**config.mk**
```make
export PLATFORM = sky130hd
export DESIGN_NAME = stress_averager
export DESIGN_NICKNAME = d
export VERILOG_FILES = /design/src/rtl/stress_pkg.sv /design/src/rtl/stress_ring.sv /design/src/rtl/stress_averager.sv
export SDC_FILE = /design/constraint.sdc
export NUM_CORES = 1
export LEC_CHECK = 0
export BUFFER_PORTS_ARGS = -buffer_cell sky130_fd_sc_hd__buf_2
export CAP_MARGIN = 20
export CORE_ASPECT_RATIO = 0.8
export CORE_MARGIN = 3
export CORE_UTILIZATION = 60
export CTS_CLUSTER_SIZE = 28
export DETAILED_ROUTE_END_ITERATION = 10
export GPL_ROUTABILITY_DRIVEN = 1
export GPL_TIMING_DRIVEN = 0
export PLACE_DENSITY = 0.86
export REMOVE_ABC_BUFFERS = 1
export SKIP_LAST_GASP = 1
export SLEW_MARGIN = 20
export SYNTH_ARGS = -nofsm -noshare
export SYNTH_HDL_FRONTEND = slang
export SYNTH_SLANG_ARGS = --single-unit
```
**constraint.sdc**
```tcl
create_clock -name clk -period 4.9 [get_ports clk]
set_clock_uncertainty 0.1 [all_clocks]
set_input_delay 0.49 -clock clk [delete_from_list [all_inputs] [get_ports clk]]
set_output_delay 0.49 -clock clk [all_outputs]
set_load 0.02 [all_outputs]
```
**src/rtl/stress_pkg.sv**
```systemverilog
// ----------------------------------------------------------------------------
// stress_pkg
// Shared definitions for the stress averager and the downstream comparator.
//   STRESS_DW : default sample / average width
//   stress_t  : one stress sample or averaged stress value
//   state_t   : averager window state (FILL while priming, RUN once full)
// ----------------------------------------------------------------------------
package stress_pkg;

  localparam int STRESS_DW = 8;

  typedef logic [STRESS_DW-1:0] stress_t;

  typedef enum logic {
    FILL = 1'b0,
    RUN  = 1'b1
  } state_t;

endpackage : stress_pkg

```
**src/rtl/stress_ring.sv**
```systemverilog
// ----------------------------------------------------------------------------
// stress_ring
// 2**LOG2_WIN x DW register file holding the sample window.
// Ports:
//   clk     in   system clock, rising edge
//   i_we    in   write enable
//   i_addr  in   shared read/write address
//   i_wdata in   data written at i_addr
//   o_rdata out  asynchronous read of i_addr (returns the old value in the
//                cycle it is being overwritten, i.e. read-before-write)
// The contents carry no reset: the averager never reads a slot before
// writing it in the current window.
// ----------------------------------------------------------------------------
module stress_ring #(
  parameter int DW       = 8,
  parameter int LOG2_WIN = 3
) (
  input  logic                clk,
  input  logic                i_we,
  input  logic [LOG2_WIN-1:0] i_addr,
  input  logic [DW-1:0]       i_wdata,
  output logic [DW-1:0]       o_rdata
);

  localparam int DEPTH = 2 ** LOG2_WIN;

  logic [DW-1:0] r_mem [DEPTH];

  always_ff @(posedge clk) begin
    if (i_we) begin
      r_mem[i_addr] <= i_wdata;
    end
  end

  assign o_rdata = r_mem[i_addr];

endmodule : stress_ring

```
**src/rtl/stress_averager.sv**
```systemverilog
// ----------------------------------------------------------------------------
// stress_averager
// Moving average of raw stress samples over a window of 2**LOG2_WIN samples.
// The average feeds the "a" input of the rocking-threshold comparator.
// Ports:
//   clk          in   system clock, rising edge
//   rst          in   asynchronous reset, active-high
//   sample_in    in   raw stress sample
//   sample_valid in   sample_in is accepted this cycle
//   clear        in   synchronous window restart (wins over sample_valid)
//   stress_out   out  registered windowed average (sum >> LOG2_WIN)
//   stress_valid out  high once the window has been filled
//   stress_peak  out  peak-hold of stress_out while valid
// Build option: define STRESS_PEAK_EN to build the peak-hold register;
// otherwise stress_peak is tied to zero.
// ----------------------------------------------------------------------------
module stress_averager
  import stress_pkg::*;
#(
  parameter int DW       = STRESS_DW,
  parameter int LOG2_WIN = 3
) (
  input  logic          clk,
  input  logic          rst,
  input  logic [DW-1:0] sample_in,
  input  logic          sample_valid,
  input  logic          clear,
  output logic [DW-1:0] stress_out,
  output logic          stress_valid,
  output logic [DW-1:0] stress_peak
);

  localparam int SW = DW + LOG2_WIN;
  localparam logic [LOG2_WIN-1:0] LAST_SLOT = '1;

  state_t              r_state;
  state_t              w_state_next;
  logic [LOG2_WIN-1:0] r_wr_ptr;
  logic [LOG2_WIN-1:0] r_fill_cnt;
  logic [SW-1:0]       r_sum;
  logic [DW-1:0]       r_out;
  logic [DW-1:0]       w_ring_rd;
  logic [SW-1:0]       w_oldest;
  logic [SW-1:0]       w_next_sum;
  logic [DW-1:0]       w_next_avg;
  logic                w_accept;

  assign w_accept = sample_valid && !clear;

  stress_ring #(
    .DW       (DW),
    .LOG2_WIN (LOG2_WIN)
  ) u_ring (
    .clk     (clk),
    .i_we    (w_accept),
    .i_addr  (r_wr_ptr),
    .i_wdata (sample_in),
    .o_rdata (w_ring_rd)
  );

  // While filling, ring slots hold stale data from an earlier window, so the
  // outgoing sample is forced to zero until every slot has been rewritten.
  assign w_oldest   = (r_state == RUN) ? {{LOG2_WIN{1'b0}}, w_ring_rd} : '0;
  assign w_next_sum = r_sum + {{LOG2_WIN{1'b0}}, sample_in} - w_oldest;
  assign w_next_avg = w_next_sum[SW-1:LOG2_WIN];

  // FSM: state register
  always_ff @(posedge clk or posedge rst) begin
    if (rst) begin
      r_state <= FILL;
    end else begin
      r_state <= w_state_next;
    end
  end

  // FSM: next state
  always_comb begin
    w_state_next = r_state;
    if (clear) begin
      w_state_next = FILL;
    end else if (w_accept && (r_state == FILL) && (r_fill_cnt == LAST_SLOT)) begin
      w_state_next = RUN;
    end
  end

  // FSM: outputs (valid follows the registered state, so it rises on the
  // same edge that accepts the last sample of the first window)
  always_comb begin
    stress_valid = (r_state == RUN);
    stress_out   = r_out;
  end

  // Datapath: pointer, fill counter, accumulator and averaged output
  always_ff @(posedge clk or posedge rst) begin
    if (rst) begin
      r_wr_ptr   <= '0;
      r_fill_cnt <= '0;
      r_sum      <= '0;
      r_out      <= '0;
    end else if (clear) begin
      r_wr_ptr   <= '0;
      r_fill_cnt <= '0;
      r_sum      <= '0;
      r_out      <= '0;
    end else if (w_accept) begin
      r_wr_ptr <= r_wr_ptr + 1'b1;
      if (r_state == FILL) begin
        r_fill_cnt <= r_fill_cnt + 1'b1;
      end
      r_sum <= w_next_sum;
      r_out <= w_next_avg;
    end
  end

`ifdef STRESS_PEAK_EN
  logic [DW-1:0] r_peak;

  // The accept that completes the first window already counts as RUN, so
  // the first valid average is captured.
  always_ff @(posedge clk or posedge rst) begin
    if (rst) begin
      r_peak <= '0;
    end else if (clear) begin
      r_peak <= '0;
    end else if (w_accept && (w_state_next == RUN) && (w_next_avg > r_peak)) begin
      r_peak <= w_next_avg;
    end
  end

  assign stress_peak = r_peak;
`else
  assign stress_peak = '0;
`endif

endmodule : stress_averager

```
==> flow_summary.yaml, run 1 <==
synthesis:
  ys_ff_latch: 82
  synth_area_um2: 4130
  synthTopCellsByArea: "edfxtp_1, dfrtp_1, mux4_2"
  synth.distinct_cells: 42
  yosys.area.top_type: "edfxtp_1"
  yosysTopAreaCellShare: 0.465
  async_flop_share: 0.220
  synth-compound-area-share: 0.0448
  yosys-top-cells-count: "edfxtp_1, inv_1, nor2_1"
  yosysSeqAreaShare: 0.574
  muxShareOfSynthArea: 0.132
  synth_warnings: 0
  yosysMostFrequentCell: "edfxtp_1"
  synth_fa_ha_area_frac: 0.0811
  synth_top_family_by_area: "multiplexers"
  postSynth.topFlopCell: "edfxtp_1"
  synth-xor-area-share: 0.0170
  syn_avg_cell_area_um2: 13.8
  synthCells: 299
  synth_edf_count: 64
  synth-simple-area-share: 0.0781
setup_path:
  critical_path.endpoint_type: "register"
  r2r-start: "r_wr_ptr[2]$_DFFE_PP0P_"
  r2r_slack_ns: 0.86
  crit_slowest_cell: "dfrtp_1"
  worstPathCellList: "mux4_2, mux2i_1, nor2b_1, ha_1, inv_1, ha_1, inv_1, fa_1, nor2b_1, o21ai_2, a31oi_2, o311ai_1, o41ai_1, mux2_4"
  rr_worst_depth: 14
  reg2reg_to: "r_sum[10]$_DFFE_PP0P_"
  worstPathRequired_ns: 5.04
  crit_family: "flip-flops"
  startpoint_type: "register"
  crit_path_max_incr_delay_ns: 1.01
  crit_path_end: "r_sum[10]$_DFFE_PP0P_"
  startpoint: "r_wr_ptr[2]$_DFFE_PP0P_"
  worstSetupPathType: "reg2reg"
  worst-path-stages: 14
  path_buf_inv: 2
  crit_fanout: 22
  cp_data_arrival_time_ns: 4.19
cts:
  numCtsBuffers: 9
  cts_tree: "yes"
  h-tree-depth: 3
  clock-root-buffer: "clkbuf_8"
  clkLatencyLatePin_ns: 0.35
  post_cts_resize_count: 0
  postCtsSetupRepairBufs: 0
  clk_path_buf_depth: 2
  postCtsHoldBufs: 0
  clkTransAtPathRegs_ns: 0.08
  cts_num_sinks: 82
drt:
  highest_layer: "met4"
  wl_met1_mm: 3.19
  drcViolationCount: 0
  wl_met3_um: 315
  drtPass1Iterations: 4
  vias_per_cell: 5.63
  wl_per_cell_um: 17.4
  dr_wl_met2_mm: 3.35
  finalWirelength_mm: 6.95
  detailroute.via_count: 2252
  drt_iter0_markers: 111
  ant_nets: 0
sta:
  min_period_ns: 4.04
  drv_slew: 0
  finalHoldViolations: 0
  slew_headroom: 0.337
  setup_tns_ns: 0
  setup_violations: 0
  max_freq_mhz: 247
  rsz0062_at_grt: "false"
  finalCritPeriodShare: 0.825
  tightestPinTransition_ns: 0.995
outcome:
  status: "complete, no violations"
cells_and_area:
  utilization: 0.671
  syn2layout_area_growth_pct: 6.21
  nNetsFinal: 345
  layout-drive-gt1-share: 0.199
  diodes: 0
pwr:
  p_leak_nw: 1.71
  irDropWorstVdd_mv: 0.246
  power_mw: 1.79
  powerDensity_nw_per_um2: 408
floorplan:
  die_h_um: 80.2
  rows: 26
  core_area_um2: 6540
  start_util: 0.632
  io_pins: 29
  dieArea_um2: 7930
  fp.dieW_um: 98.8
grt:
  grt_max_degree: 26
  gr-total-overflow: 0
  antenna_found_initial: 0
  grt_pass1_wl_mm: 12.2
  grtUsageTotal: 0.205
  grt_pass1_vias: 2422
flow_run:
  drv_cap: 0
placed_design:
  port_buffers: 20
  gp_congestion: 0.873
  hpwl_mm: 4.71
min_path:
  min_path_type: "in2async"
==> cells in the final DEF, fill, tap and decap left out, types with 3 or more instances in the layout <==
cell	count
mux2i_1	17
dfrtp_1	17
edfxtp_1	64
fa_1	8
nand2b_1	5
a21oi_1	8
buf_2	20
xnor2_1	5
mux4_2	16
ha_1	14
nand3_1	4
nor2_1	23
clkbuf_8	9
xor2_1	3
nand2_1	8
nor2b_1	15
conb_1	8
inv_1	36
==> layer usage <==
metal,global-route usage,up-vias
met2,0.325,60
met3,0.0495,9
met4,0.0668,0
li1,-,1065
met5,0,-
met1,0.283,1118
==> area by class of cell <==
class / instances / area (µm²)
clock buffer: 9 / 124
clock inverter: 7 / 52.6
fill: 442 / 2150
inverter: 36 / 135
multi-input combinational: 162 / 1500
sequential: 82 / 2370
tap: 84 / 105
timing repair buffer: 20 / 100
==> cell families after synthesis <==
| family | Yosys count |
|---|---|
| simple gates | 64 |
| xor+xnor | 8 |
| flops | 82 |
| other cells | 1 |
| buf+inv | 62 |
| compound gates | 26 |
| fa+ha+maj | 22 |
| mux | 34 |
==> registers in the layout, indices dropped and copies added (netlist names) <==
name / count
r_fill_cnt: 3
stress_valid: 1
u_ring.r_mem: 64
r_sum: 11
r_wr_ptr: 3
==> stage by stage <==
step,instance area [µm²],instances,setup slack [ns],hold WS (ns)
6_report,4390,400,0.857,0.147
5_1_grt,4390,400,0.597,0.202
4_1_cts,4390,400,0.523,0.167
3_5_place_dp,4210,384,0.560,0.416
3_3_place_gp,4200,384,0.584,0.406
2_1_floorplan,4000,280,1.06,0.329
==> worst min path at each step <==
stage                                           end  depth (start not counted)
final                          r_sum[8]$_DFFE_PP0P_                          2
after global routing           r_sum[9]$_DFFE_PP0P_                          2
after CTS                      r_sum[8]$_DFFE_PP0P_                          2
after detailed placement       r_sum[0]$_DFFE_PP0P_                          2
after global placement         r_sum[0]$_DFFE_PP0P_                          2
after floorplan           r_fill_cnt[0]$_DFFE_PP0P_                          1
==> report_power, final <==
part	total (mW)	switching, mW	internal, mW
sequential	0.828	0.0385	0.789
combinational	0.527	0.297	0.230
clock	0.435	0.248	0.187
total	1.79	0.584	1.21
No activity file was read; power rests on OpenSTA's default activity.
==> run 2: changes to the inputs <==
--- a/config.mk
+++ b/config.mk
@@ -9,12 +9,12 @@
 export CAP_MARGIN = 20
 export CORE_ASPECT_RATIO = 0.8
 export CORE_MARGIN = 3
-export CORE_UTILIZATION = 60
+export CORE_UTILIZATION = 54
 export CTS_CLUSTER_SIZE = 28
 export DETAILED_ROUTE_END_ITERATION = 10
 export GPL_ROUTABILITY_DRIVEN = 1
 export GPL_TIMING_DRIVEN = 0
-export PLACE_DENSITY = 0.86
+export PLACE_DENSITY = 0.82
 export REMOVE_ABC_BUFFERS = 1
 export SKIP_LAST_GASP = 1
 export SLEW_MARGIN = 20
==> constraint.sdc (replaced) <==
create_clock -name clk -period 3.5 [get_ports clk]
set_clock_uncertainty 0.1 [all_clocks]
set_input_delay 0.35 -clock clk [delete_from_list [all_inputs] [get_ports clk]]
set_output_delay 0.35 -clock clk [all_outputs]
set_load 0.02 [all_outputs]
==> flow_summary.yaml, run 2 (synthesis gave the netlist of run 1 again) <==
outcome:
  status: "finished with violations"
  violations: "negative hold slack, negative setup slack"
cts:
  postCtsHoldBufs: 0
  clkLatencyLatePin_ns: 0.37
  clk_path_buf_depth: 2
  cts_tree: "yes"
  clkTransAtPathRegs_ns: 0.08
  cts_num_sinks: 82
  h-tree-depth: 3
  clock-root-buffer: "clkbuf_8"
  numCtsBuffers: 9
setup_path:
  worstPathRequired_ns: 3.65
  startpoint_type: "register"
  critical_path.endpoint_type: "register"
  worstSetupPathType: "reg2reg"
  cp_data_arrival_time_ns: 3.73
  r2r_slack_ns: -0.08
  crit_fanout: 6
grt:
  grtUsageTotal: 0.200
  grt_util_met2: 0.312
  antenna_found_initial: 0
  grt_max_degree: 26
  grt_pass1_vias: 2495
  grt-busiest-layer: "met2"
  use_met3: 0.0653
  gr-total-overflow: 0
  grt_pass1_wl_mm: 13.0
  gr-usage-met1: 0.261
cells_and_area:
  layout_commonest_cell: "edfxtp_1"
  nNetsFinal: 367
  diodes: 0
  layout-drive-gt1-share: 0.328
  syn2layout_area_growth_pct: 16.0
  fin_area_um2: 4790
  utilization: 0.669
  n_fill_cell: 517
  largest_registers: "u_ring.r_mem (64), r_sum (11)"
  largest-register: "u_ring.r_mem"
  largest_register_ffs: 64
  final_cell_mix: "edfxtp_1, inv_1, nor2_1"
drt:
  drcViolationCount: 0
  ant_nets: 0
  wl_per_cell_um: 18.8
  drtPass1Iterations: 4
  vias_per_cell: 5.49
  drt_iter0_markers: 198
  detailroute.via_count: 2412
  finalWirelength_mm: 8.24
placed_design:
  hpwl_mm: 4.93
  port_buffers: 20
  detailed_place.area_um2: 4230
  gp_congestion: 0.807
pwr:
  clkPwrFrac: 0.207
  powerDensity_nw_per_um2: 587
  sw_frac_of_total: 0.336
  irDropWorstVdd_mv: 0.324
  switchingPower_mw: 0.946
  comb_power_share: 0.385
  p_leak_nw: 1.83
  seq_power_share: 0.408
  p_int_mw: 1.87
min_path:
  min_path_type: "in2async"
sta:
  max_freq_mhz: 279
  tightestPinTransition_ns: 0.925
  finalHoldViolations: 8
  setup_violations: 4
  min_period_ns: 3.58
  layout_setup_ws_ns: -0.0829
  finalCritPeriodShare: 1.02
  drv_slew: 0
  hold_slack_ns: -0.00267
  rsz0062_at_grt: "true"
  slew_headroom: 0.381
floorplan:
  core_area_um2: 7160
  start_util: 0.577
  io_pins: 29
  fp.dieW_um: 104
  rows: 27
  die_h_um: 84.2
  dieArea_um2: 8750
flow_run:
  drv_cap: 0
-- run 2: final timing paths --
| path | cells past startpoint | to | start |
|---|---|---|---|
| max | 14 | r_sum[10]$_DFFE_PP0P_ | r_wr_ptr[0]$_DFFE_PP0P_ |
| max reg2reg | 14 | r_sum[10]$_DFFE_PP0P_ | r_wr_ptr[0]$_DFFE_PP0P_ |
| min in group clk | 1 | u_ring.r_mem[1][6]$_DFFE_PP_ | sample_in[6] |
| max in group asynchronous | 2 | r_wr_ptr[0]$_DFFE_PP0P_ | rst |
| min reg2reg | 2 | r_fill_cnt[1]$_DFFE_PP0P_ | r_fill_cnt[1]$_DFFE_PP0P_ |
| min | 2 | r_sum[9]$_DFFE_PP0P_ | rst |
-- run 2: through the flow --
stage / instances / total power, mW / setup WS [ns] / setup TNS (ns)
floorplan: 280 / 1.75 / -0.345 / -0.927
global placement: 401 / 1.90 / -0.846 / -4.35
detailed placement: 401 / 1.92 / -0.948 / -5.11
CTS: 433 / 2.69 / -0.0727 / -0.0941
global route: 439 / 2.97 / -0.233 / -0.861
finish: 439 / 2.82 / -0.0829 / -0.173
-- run 2: cell type report --
type                       instances  area (µm²)  share of cell area
tap                              101         126              0.0264
inverter                          36         135              0.0282
sequential                        82        2380               0.497
clock inverter                     6        33.8             0.00705
timing repair buffer              42         300              0.0626
multi-input combinational        162        1690               0.352
clock buffer                      10         128              0.0266
-- run 2: repair_timing --
action | 4_1_cts | 5_1_grt
resized for setup | 34 | 11
endpoints found under the hold margin | 0 | 0
buffers inserted | 16 | 6
pin swaps | 16 | 14
setup endpoints to repair | 9 | 7
-- run 2: layer usage --
layer  wire [µm]  part of all wire  up-vias
li1            -                 -     1108
met2        4140              0.50       68
met5           0                 0        -
met3         482             0.059        9
met4          85             0.010        0
met1        3530              0.43     1227
-- run 2: critical path: stages (launching register included) --
cell	delay (ns)
dfrtp_4	0.50
buf_8	0.15
buf_4	0.13
mux4_2	0.42
mux2i_1	0.15
nor2b_1	0.07
fa_1	0.48
inv_1	0.06
ha_4	0.27
and4_4	0.19
o21ai_4	0.07
a31oi_4	0.11
o311ai_2	0.29
o41ai_2	0.15
mux2_4	0.32
-- run 2: power groups by stage --
stage               clock (mW)  combinational [mW]  sequential (mW)
detailed placement           0               0.741             1.18
finish                   0.584                1.08             1.15
global route             0.637                1.18             1.15
floorplan                    0               0.535             1.21
global placement             0               0.716             1.18
CTS                      0.603               0.938             1.15
